### config.mk
export PLATFORM = sky130hd
export DESIGN_NAME = shared_ram_arbiter
export DESIGN_NICKNAME = d
export VERILOG_FILES = /design/src/rtl/shared_ram_arbiter.sv
export SDC_FILE = /design/constraint.sdc
export NUM_CORES = 1
export LEC_CHECK = 0
export BUFFER_PORTS_ARGS = -buffer_cell sky130_fd_sc_hd__buf_4
export CORE_MARGIN = 2
export CORE_UTILIZATION = 25
export DETAILED_ROUTE_END_ITERATION = 7
export PLACE_DENSITY_LB_ADDON = 0.25
export SLEW_MARGIN = 20
export SYNTH_ARGS = -nofsm -noshare
export SYNTH_HDL_FRONTEND = slang
export SYNTH_SLANG_ARGS = --single-unit
### constraint.sdc
create_clock -name clk_sys -period 5.5 [get_ports clk_sys]
set_clock_uncertainty 0.05 [all_clocks]
set_input_delay 1.65 -clock clk_sys [delete_from_list [all_inputs] [get_ports clk_sys]]
set_output_delay 1.65 -clock clk_sys [all_outputs]
set_load 0.1 [all_outputs]
### src/rtl/shared_ram_arbiter.sv
// Arbitrates a single-port 16-bit work RAM between the M68K shared-RAM window and the
// byte-wide MCU port; generates M68K DTACK_n and a one-cycle MCU ack.
module shared_ram_arbiter #(
  parameter int ADDR_W = 13,
  parameter int DATA_W = 16
) (
  input  logic              clk_sys,
  input  logic              reset_n,
  input  logic              m68k_cs,
  input  logic              m68k_as_n,
  input  logic              m68k_rw,
  input  logic              m68k_uds_n,
  input  logic              m68k_lds_n,
  input  logic [ADDR_W-1:0] m68k_a,
  input  logic [DATA_W-1:0] m68k_din,
  output logic [DATA_W-1:0] m68k_dout,
  output logic              m68k_dtack_n,
  input  logic              mcu_req,
  input  logic              mcu_we,
  input  logic [ADDR_W:0]   mcu_addr,
  input  logic [7:0]        mcu_din,
  output logic [7:0]        mcu_dout,
  output logic              mcu_ack,
  output logic [ADDR_W-1:0] ram_addr,
  output logic [DATA_W-1:0] ram_din,
  output logic [1:0]        ram_we,
  input  logic [DATA_W-1:0] ram_dout
);

  typedef enum logic [2:0] {IDLE, M_ACC, M_RD, M_HOLD, U_ACC, U_RD} state_t;

  state_t              state, state_nx;
  logic [ADDR_W-1:0]   ram_addr_nx;
  logic [DATA_W-1:0]   ram_din_nx;
  logic [1:0]          ram_we_nx;
  logic                dtack_n_nx, mcu_ack_nx;
  logic [DATA_W-1:0]   m68k_dout_nx;
  logic [7:0]          mcu_dout_nx;
  logic                mcu_pending, mcu_pending_nx;
  logic                last_mcu, last_mcu_nx;
  logic                m_rd, m_rd_nx;
  logic                m68k_req, mcu_accept, take_mcu;

  // MCU request fields are captured on the accepted pulse since mcu_req is single-cycle
  logic                u_we;
  logic [ADDR_W:0]     u_addr;
  logic [7:0]          u_din;

  always_comb begin
    state_nx       = state;
    ram_addr_nx    = ram_addr;
    ram_din_nx     = ram_din;
    ram_we_nx      = '0;
    dtack_n_nx     = 1'b1;
    mcu_ack_nx     = 1'b0;
    m68k_dout_nx   = m68k_dout;
    mcu_dout_nx    = mcu_dout;
    last_mcu_nx    = last_mcu;
    m_rd_nx        = m_rd;
    take_mcu       = 1'b0;
    m68k_req       = m68k_cs & ~m68k_as_n;
    mcu_accept     = mcu_req & ~mcu_pending & (state != U_ACC) & (state != U_RD);

    case (state)
      IDLE: begin
        // On a tie, last_mcu=1 favours the M68K and last_mcu=0 favours the MCU
        if (m68k_req && (!mcu_pending || last_mcu)) begin
          state_nx    = M_ACC;
          ram_addr_nx = m68k_a;
          last_mcu_nx = 1'b0;
          m_rd_nx     = m68k_rw;
          if (!m68k_rw) begin
            ram_din_nx = m68k_din;
            ram_we_nx  = {~m68k_uds_n, ~m68k_lds_n};
          end
        end else if (mcu_pending) begin
          state_nx    = U_ACC;
          ram_addr_nx = u_addr[ADDR_W:1];
          last_mcu_nx = 1'b1;
          take_mcu    = 1'b1;
          if (u_we) begin
            ram_din_nx = {u_din, u_din};
            ram_we_nx  = u_addr[0] ? 2'b01 : 2'b10;
          end
        end
      end
      M_ACC: begin
        if (m_rd) begin
          state_nx = M_RD;
        end else begin
          state_nx   = M_HOLD;
          dtack_n_nx = m68k_as_n;
        end
      end
      M_RD: begin
        m68k_dout_nx = ram_dout;
        state_nx     = M_HOLD;
        dtack_n_nx   = m68k_as_n;
      end
      M_HOLD: begin
        if (m68k_as_n) state_nx = IDLE;
        else           dtack_n_nx = 1'b0;
      end
      U_ACC: begin
        if (u_we) begin
          mcu_ack_nx = 1'b1;
          state_nx   = IDLE;
        end else begin
          state_nx = U_RD;
        end
      end
      U_RD: begin
        mcu_dout_nx = u_addr[0] ? ram_dout[7:0] : ram_dout[15:8];
        mcu_ack_nx  = 1'b1;
        state_nx    = IDLE;
      end
      default: state_nx = IDLE;
    endcase

    if (take_mcu)        mcu_pending_nx = 1'b0;
    else if (mcu_accept) mcu_pending_nx = 1'b1;
    else                 mcu_pending_nx = mcu_pending;
  end

  always_ff @(posedge clk_sys or negedge reset_n) begin
    if (!reset_n) begin
      state        <= IDLE;
      ram_addr     <= '0;
      ram_din      <= '0;
      ram_we       <= '0;
      m68k_dtack_n <= 1'b1;
      mcu_ack      <= 1'b0;
      m68k_dout    <= '0;
      mcu_dout     <= '0;
      mcu_pending  <= 1'b0;
      last_mcu     <= 1'b1;
      m_rd         <= 1'b0;
      u_we         <= 1'b0;
      u_addr       <= '0;
      u_din        <= '0;
    end else begin
      state        <= state_nx;
      ram_addr     <= ram_addr_nx;
      ram_din      <= ram_din_nx;
      ram_we       <= ram_we_nx;
      m68k_dtack_n <= dtack_n_nx;
      mcu_ack      <= mcu_ack_nx;
      m68k_dout    <= m68k_dout_nx;
      mcu_dout     <= mcu_dout_nx;
      mcu_pending  <= mcu_pending_nx;
      last_mcu     <= last_mcu_nx;
      m_rd         <= m_rd_nx;
      if (mcu_accept) begin
        u_we   <= mcu_we;
        u_addr <= mcu_addr;
        u_din  <= mcu_din;
      end
    end
  end

endmodule

* Word-level counts from Yosys, hierarchy flattened
Index checks and enable logic that the tools add are counted.
Cells by class: equality and inequality tests 10, multiplexer cells 31, bitwise gates (word level) 8, reductions and logical operators 11
Operators by type and width (count):
- two-way mux 16 bit | 4
- two-way mux 13 bit | 2
- case mux 3 bit (5 select lines) | 1
- two-way mux 2 bit | 6
- two-way mux 3 bit | 4
- two-way mux 1 bit | 11
- inequality test 3 bit, second input constant | 3
- two-way mux 8 bit | 1
- equality test 3 x 2 -> 1 bit, second input constant | 2
- equality test 3 bit, second input constant | 2
- AND reduction 2 bit | 3
- nonzero test 2 bit | 3
- AND 1 bit | 4
- inequality test 2 bit, second input constant | 2
- NOT 1 bit | 4
- AND reduction 4 bit | 1
- equality test 3 x 1 -> 1 bit, second input constant | 1
- zero test 3 bit | 1
- case mux 1 bit (3 select lines) | 1
- case mux 1 bit (2 select lines) | 1
- logical AND 1 bit | 1
- zero test 1 bit | 1
- logical OR 1 bit | 1
Storage, ports and cells: flip-flop bits (word level) 86, input port bits 76, output and inout bits 57, logic and storage cells 74

* Logic depth before layout (Yosys ltp)
depth after elaboration 6, mapped depth 7

* Least setup slack after synthesis
OpenSTA, ideal clock, no wires.
path kind input port to flip-flop, from input m68k_cs, to register ram_din[15], data arrival time 3077 ps, required time 5324 ps, slack 2246 ps, stages 6, buffers on the path 2, path through nor2b_1 -> buf_2 -> and2_1 -> buf_1 -> mux2_2 -> mux2_4
On the way: word-level cells in the longest chain between the ends 4, elaborated cells on any way between the ends 7, classes of those cells eq/ne: 1; mux: 1; bitwise: 1; reduce/logical: 4
RTL lines:
- from (decl) | RTL line 9 | input logic m68k_cs,
- AND 1 bit * | RTL line 61 | m68k_req = m68k_cs & ~m68k_as_n;
- logical AND 1 bit * | RTL line 67 | if (m68k_req && (!mcu_pending || last_mcu)) begin
- inequality test 2 bit (no source line) or nonzero test 2 bit (tied branches)
- AND reduction 4 bit (no source line)
- to (signal assigned) | RTL line 144 | ram_din <= ram_din_nx;
- to (decl) | RTL line 25 | output logic [DATA_W-1:0] ram_din,
Mark *: on every way between the ends. The rest lies on a longest branch, timed or not. A chain may end at the register's enable or synchronous reset.

* Worst setup path in the final report
from input m68k_as_n, to register ram_din[4]
On the way: word-level cells in the longest chain between the ends 5, elaborated cells on any way between the ends 8, classes of those cells eq/ne: 1; mux: 1; bitwise: 2; reduce/logical: 4
RTL lines:
- from (decl) | RTL line 10 | input logic m68k_as_n,
- NOT 1 bit * | RTL line 61
- AND 1 bit * | RTL line 61
- logical AND 1 bit * | RTL line 67
- inequality test 2 bit (no source line) or nonzero test 2 bit (tied branches)
- AND reduction 4 bit (no source line)
Marked as above.

==> impl_metrics.yaml <==
status:
  run_status: "completed"
setup_path:
  timing.critical_path.required_ps: 5680
  worstPathBufferInverterCount: 2
  timing.setup.critical_path_class: "in -> reg"
  critical_path_start: "m68k_as_n"
  timing.critical_path.to_type: "register"
  family_with_the_most_delay_on_the_worst_path: "compound AO/OA/AOI/OAI gates"
  crit_fanout: 27
  slowest_delay_ps: 550
  worst_r2r_startpoint: "mcu_pending$_DFFE_PN0P_"
  critical_path.slowest_cell: "sky130_fd_sc_hd__a211oi_4"
  timing.critical_path.cells: "buf_4, nor2b_1, o21ai_4, a211oi_4, buf_6, mux2_2"
  arrival_ps: 3630
  critPathLaunchType: "input pin"
floorplan:
  initial_core_utilization: 0.257
  floorplan.die.height_um: 127
  chipWidth_um: 127
  core_region_area_mm2: 0.0146
  floorplan.rows: 44
  floorplan.io_pins: 133
  die_area_mm2: 0.0160
drt:
  drt_iter0_markers: 92
  remaining_drc_errors: 0
  routed_wire_length_per_instance_um: 15.2
  detail_route.wirelength_mm: 9.10
  vias: 2575
  drtPass1Iterations: 4
  antenna_left: 0
  vias_per_cell: 4.31
logic_synthesis:
  avgSynthCellArea_um2: 13.6
  synth_mux_area_frac: 0.279
  postSynth.asyncResetShare: 1.00
  yosys_register_bits: 86
  synth_ff_type: "sky130_fd_sc_hd__dfrtp_1"
  synthDistinctLibCells: 34
  synthXorXnorAreaFrac: 0
  post_synth_fa_ha_maj_area_fraction: 0
  share_of_synthesized_area_occupied_by_flip_flops_and_latches: 0.574
  synthesis.yosys.warnings: 0
  mappedNetlistArea_mm2: 0.00375
  synth-compound-area-share: 0.0620
  synth_nets: 352
  synth_top_cell_area_share: 0.560
  synth_top_family_by_area: "multiplexers"
  post_synth_main_area_contributors: "sky130_fd_sc_hd__dfrtp_1, sky130_fd_sc_hd__mux2_2, sky130_fd_sc_hd__mux2i_1"
  synth_cells: 276
  synth_simple_gate_area_share: 0.0594
  synth_edf_count: 0
  synth_area_leader_cell: "sky130_fd_sc_hd__dfrtp_1"
final_layout:
  area_delta_synth_final_pct: 39.6
  final_nets: 484
  fillerInstances: 1425
  final_layout_size_suffix_gt1_frac: 0.559
  commonest_non_fill_non_tap_cell_in_the_layout: "sky130_fd_sc_hd__buf_4"
  commonest_cells_after_routing_fill_and_taps_aside: "sky130_fd_sc_hd__buf_4, sky130_fd_sc_hd__dfrtp_1, sky130_fd_sc_hd__mux2_2, sky130_fd_sc_hd__nand2_1"
  diodes: 0
place:
  gp_congestion: 0.689
  portBuffers: 132
  place_worst_setup_slack_ps: 1390
  post-dp-hpwl_mm: 6.38
cts:
  postCtsSetupBuffers: 0
  clock_tree.root_cell: "sky130_fd_sc_hd__clkbuf_16"
  postCtsResizedCells: 0
  worst_skew_pair_later_pin_latency_ps: 340
  cts-hold-fix-buffers: 0
  clkTransAtPathRegs_ps: 60
  clock_path_buffers: 2
  tritoncts: "built"
  cts-buffers-inserted: 9
  htree_levels: 3
  clock-sinks: 86
timing:
  totalNegativeSetupSlack_ps: 0
  rsz0062_at_grt: "no"
  timing.final.max_slew_violations: 0
  setup_viol: 0
  report.final.hold_viol_count: 0
  slew_headroom: 0.465
  layout_worst_path_cycle_share: 0.627
  max_freq_mhz: 290
  setup_slack_ps: 2050
  timing_worst_slew_pin_value_ps: 802
  min_period_ps: 3450
run:
  maxCapViolCount: 0
global_routing:
  gr-usage-met1: 0.147
  first_global_vias: 2757
  groute.layer.met3.usage: 0.0447
  antenna_violations_before_repair: 0
  grt_busiest_layer: "met2"
  global_route.usage.total: 0.119
  grt_first_pass_wirelength_mm: 14.9
  grtUsageMet2: 0.190
  grt_start_max_net_pins: 87
  gr_ovfl_total: 0
worst_hold_path:
  min-delay-start: "mcu_dout[0]$_DFFE_PN0N_"
  hold_path_class: "reg -> reg"
path summary, 6_finish.rpt:
path | cells after the start | end | slack, ps
min in group asynchronous | 1 | u_addr[6]$_DFFE_PN0P_ | 1310
hold reg to reg | 2 | mcu_dout[0]$_DFFE_PN0N_ | 430
setup / recovery | 6 | ram_din[4]$_DFFE_PN0P_ | 2050
hold / removal | 2 | mcu_dout[0]$_DFFE_PN0N_ | 430
max in group asynchronous | 1 | m68k_dout[8]$_DFFE_PN0N_ | 3540
setup reg to reg | 5 | ram_din[4]$_DFFE_PN0P_ | 2950
registers in the layout, indices dropped and copies added (netlist names):
| signal | flops |
|---|---|
| m68k_dtack_n | 1 |
| ram_addr | 13 |
| m_rd | 1 |
| u_we | 1 |
| mcu_ack | 1 |
| u_din | 8 |
| u_addr | 14 |
| m68k_dout | 16 |
| ram_we | 2 |
| mcu_dout | 8 |
| state | 3 |
| ram_din | 16 |
| last_mcu | 1 |
| mcu_pending | 1 |
logic make-up after synthesis:
group | count (synthesis)
muxes | 92
and+or+nand+nor | 44
DFF | 86
AOI/OAI and AO/OA | 37
buffers and inverters | 17
metrics by stage:
stage                     hold WS [ps]  utilization  cell area, um^2  instances
after floorplan                    430            -             3750        276
after global placement             421        0.337             4910        580
after detailed placement           425        0.337             4910        580
after CTS                          440        0.358             5220        596
after global routing               470        0.359             5240        597
final                              434        0.359             5240        597
Yosys cell counts (4+ instances only):
master,number
sky130_fd_sc_hd__dfrtp_1,84
sky130_fd_sc_hd__mux2_2,61
sky130_fd_sc_hd__nand2_1,26
sky130_fd_sc_hd__mux2i_1,21
sky130_fd_sc_hd__o21ai_0,21
sky130_fd_sc_hd__mux2_4,10
sky130_fd_sc_hd__buf_2,7
sky130_fd_sc_hd__a21oi_1,5
sky130_fd_sc_hd__clkbuf_1,4
sky130_fd_sc_hd__nor3_1,4
tightest hold or removal path, delay by kind of cell, from the launching register on:
family	cells	cell delay, ps
compound gates	1	60
simple gates	1	50
flops	1	340
routing by layer:
metal | share of wire | wire length, um
met5 | 0 | 0
met4 | 0.017 | 156
met3 | 0.070 | 640
met2 | 0.47 | 4320
met1 | 0.44 | 3980
layout make-up:
class                      instances  area [um^2]  share of cell area
clock buffer                      10          239              0.0456
multi-input combinational        173         1510               0.288
sequential                        86         2150               0.411
inverter                           2         7.51             0.00143
timing repair buffer             136         1030               0.196
tap                              184          230              0.0439
clock inverter                     6         70.1              0.0134
Power is not shown: default switching activity piles up to over one toggle a cycle in this logic, so the estimate is an artifact.
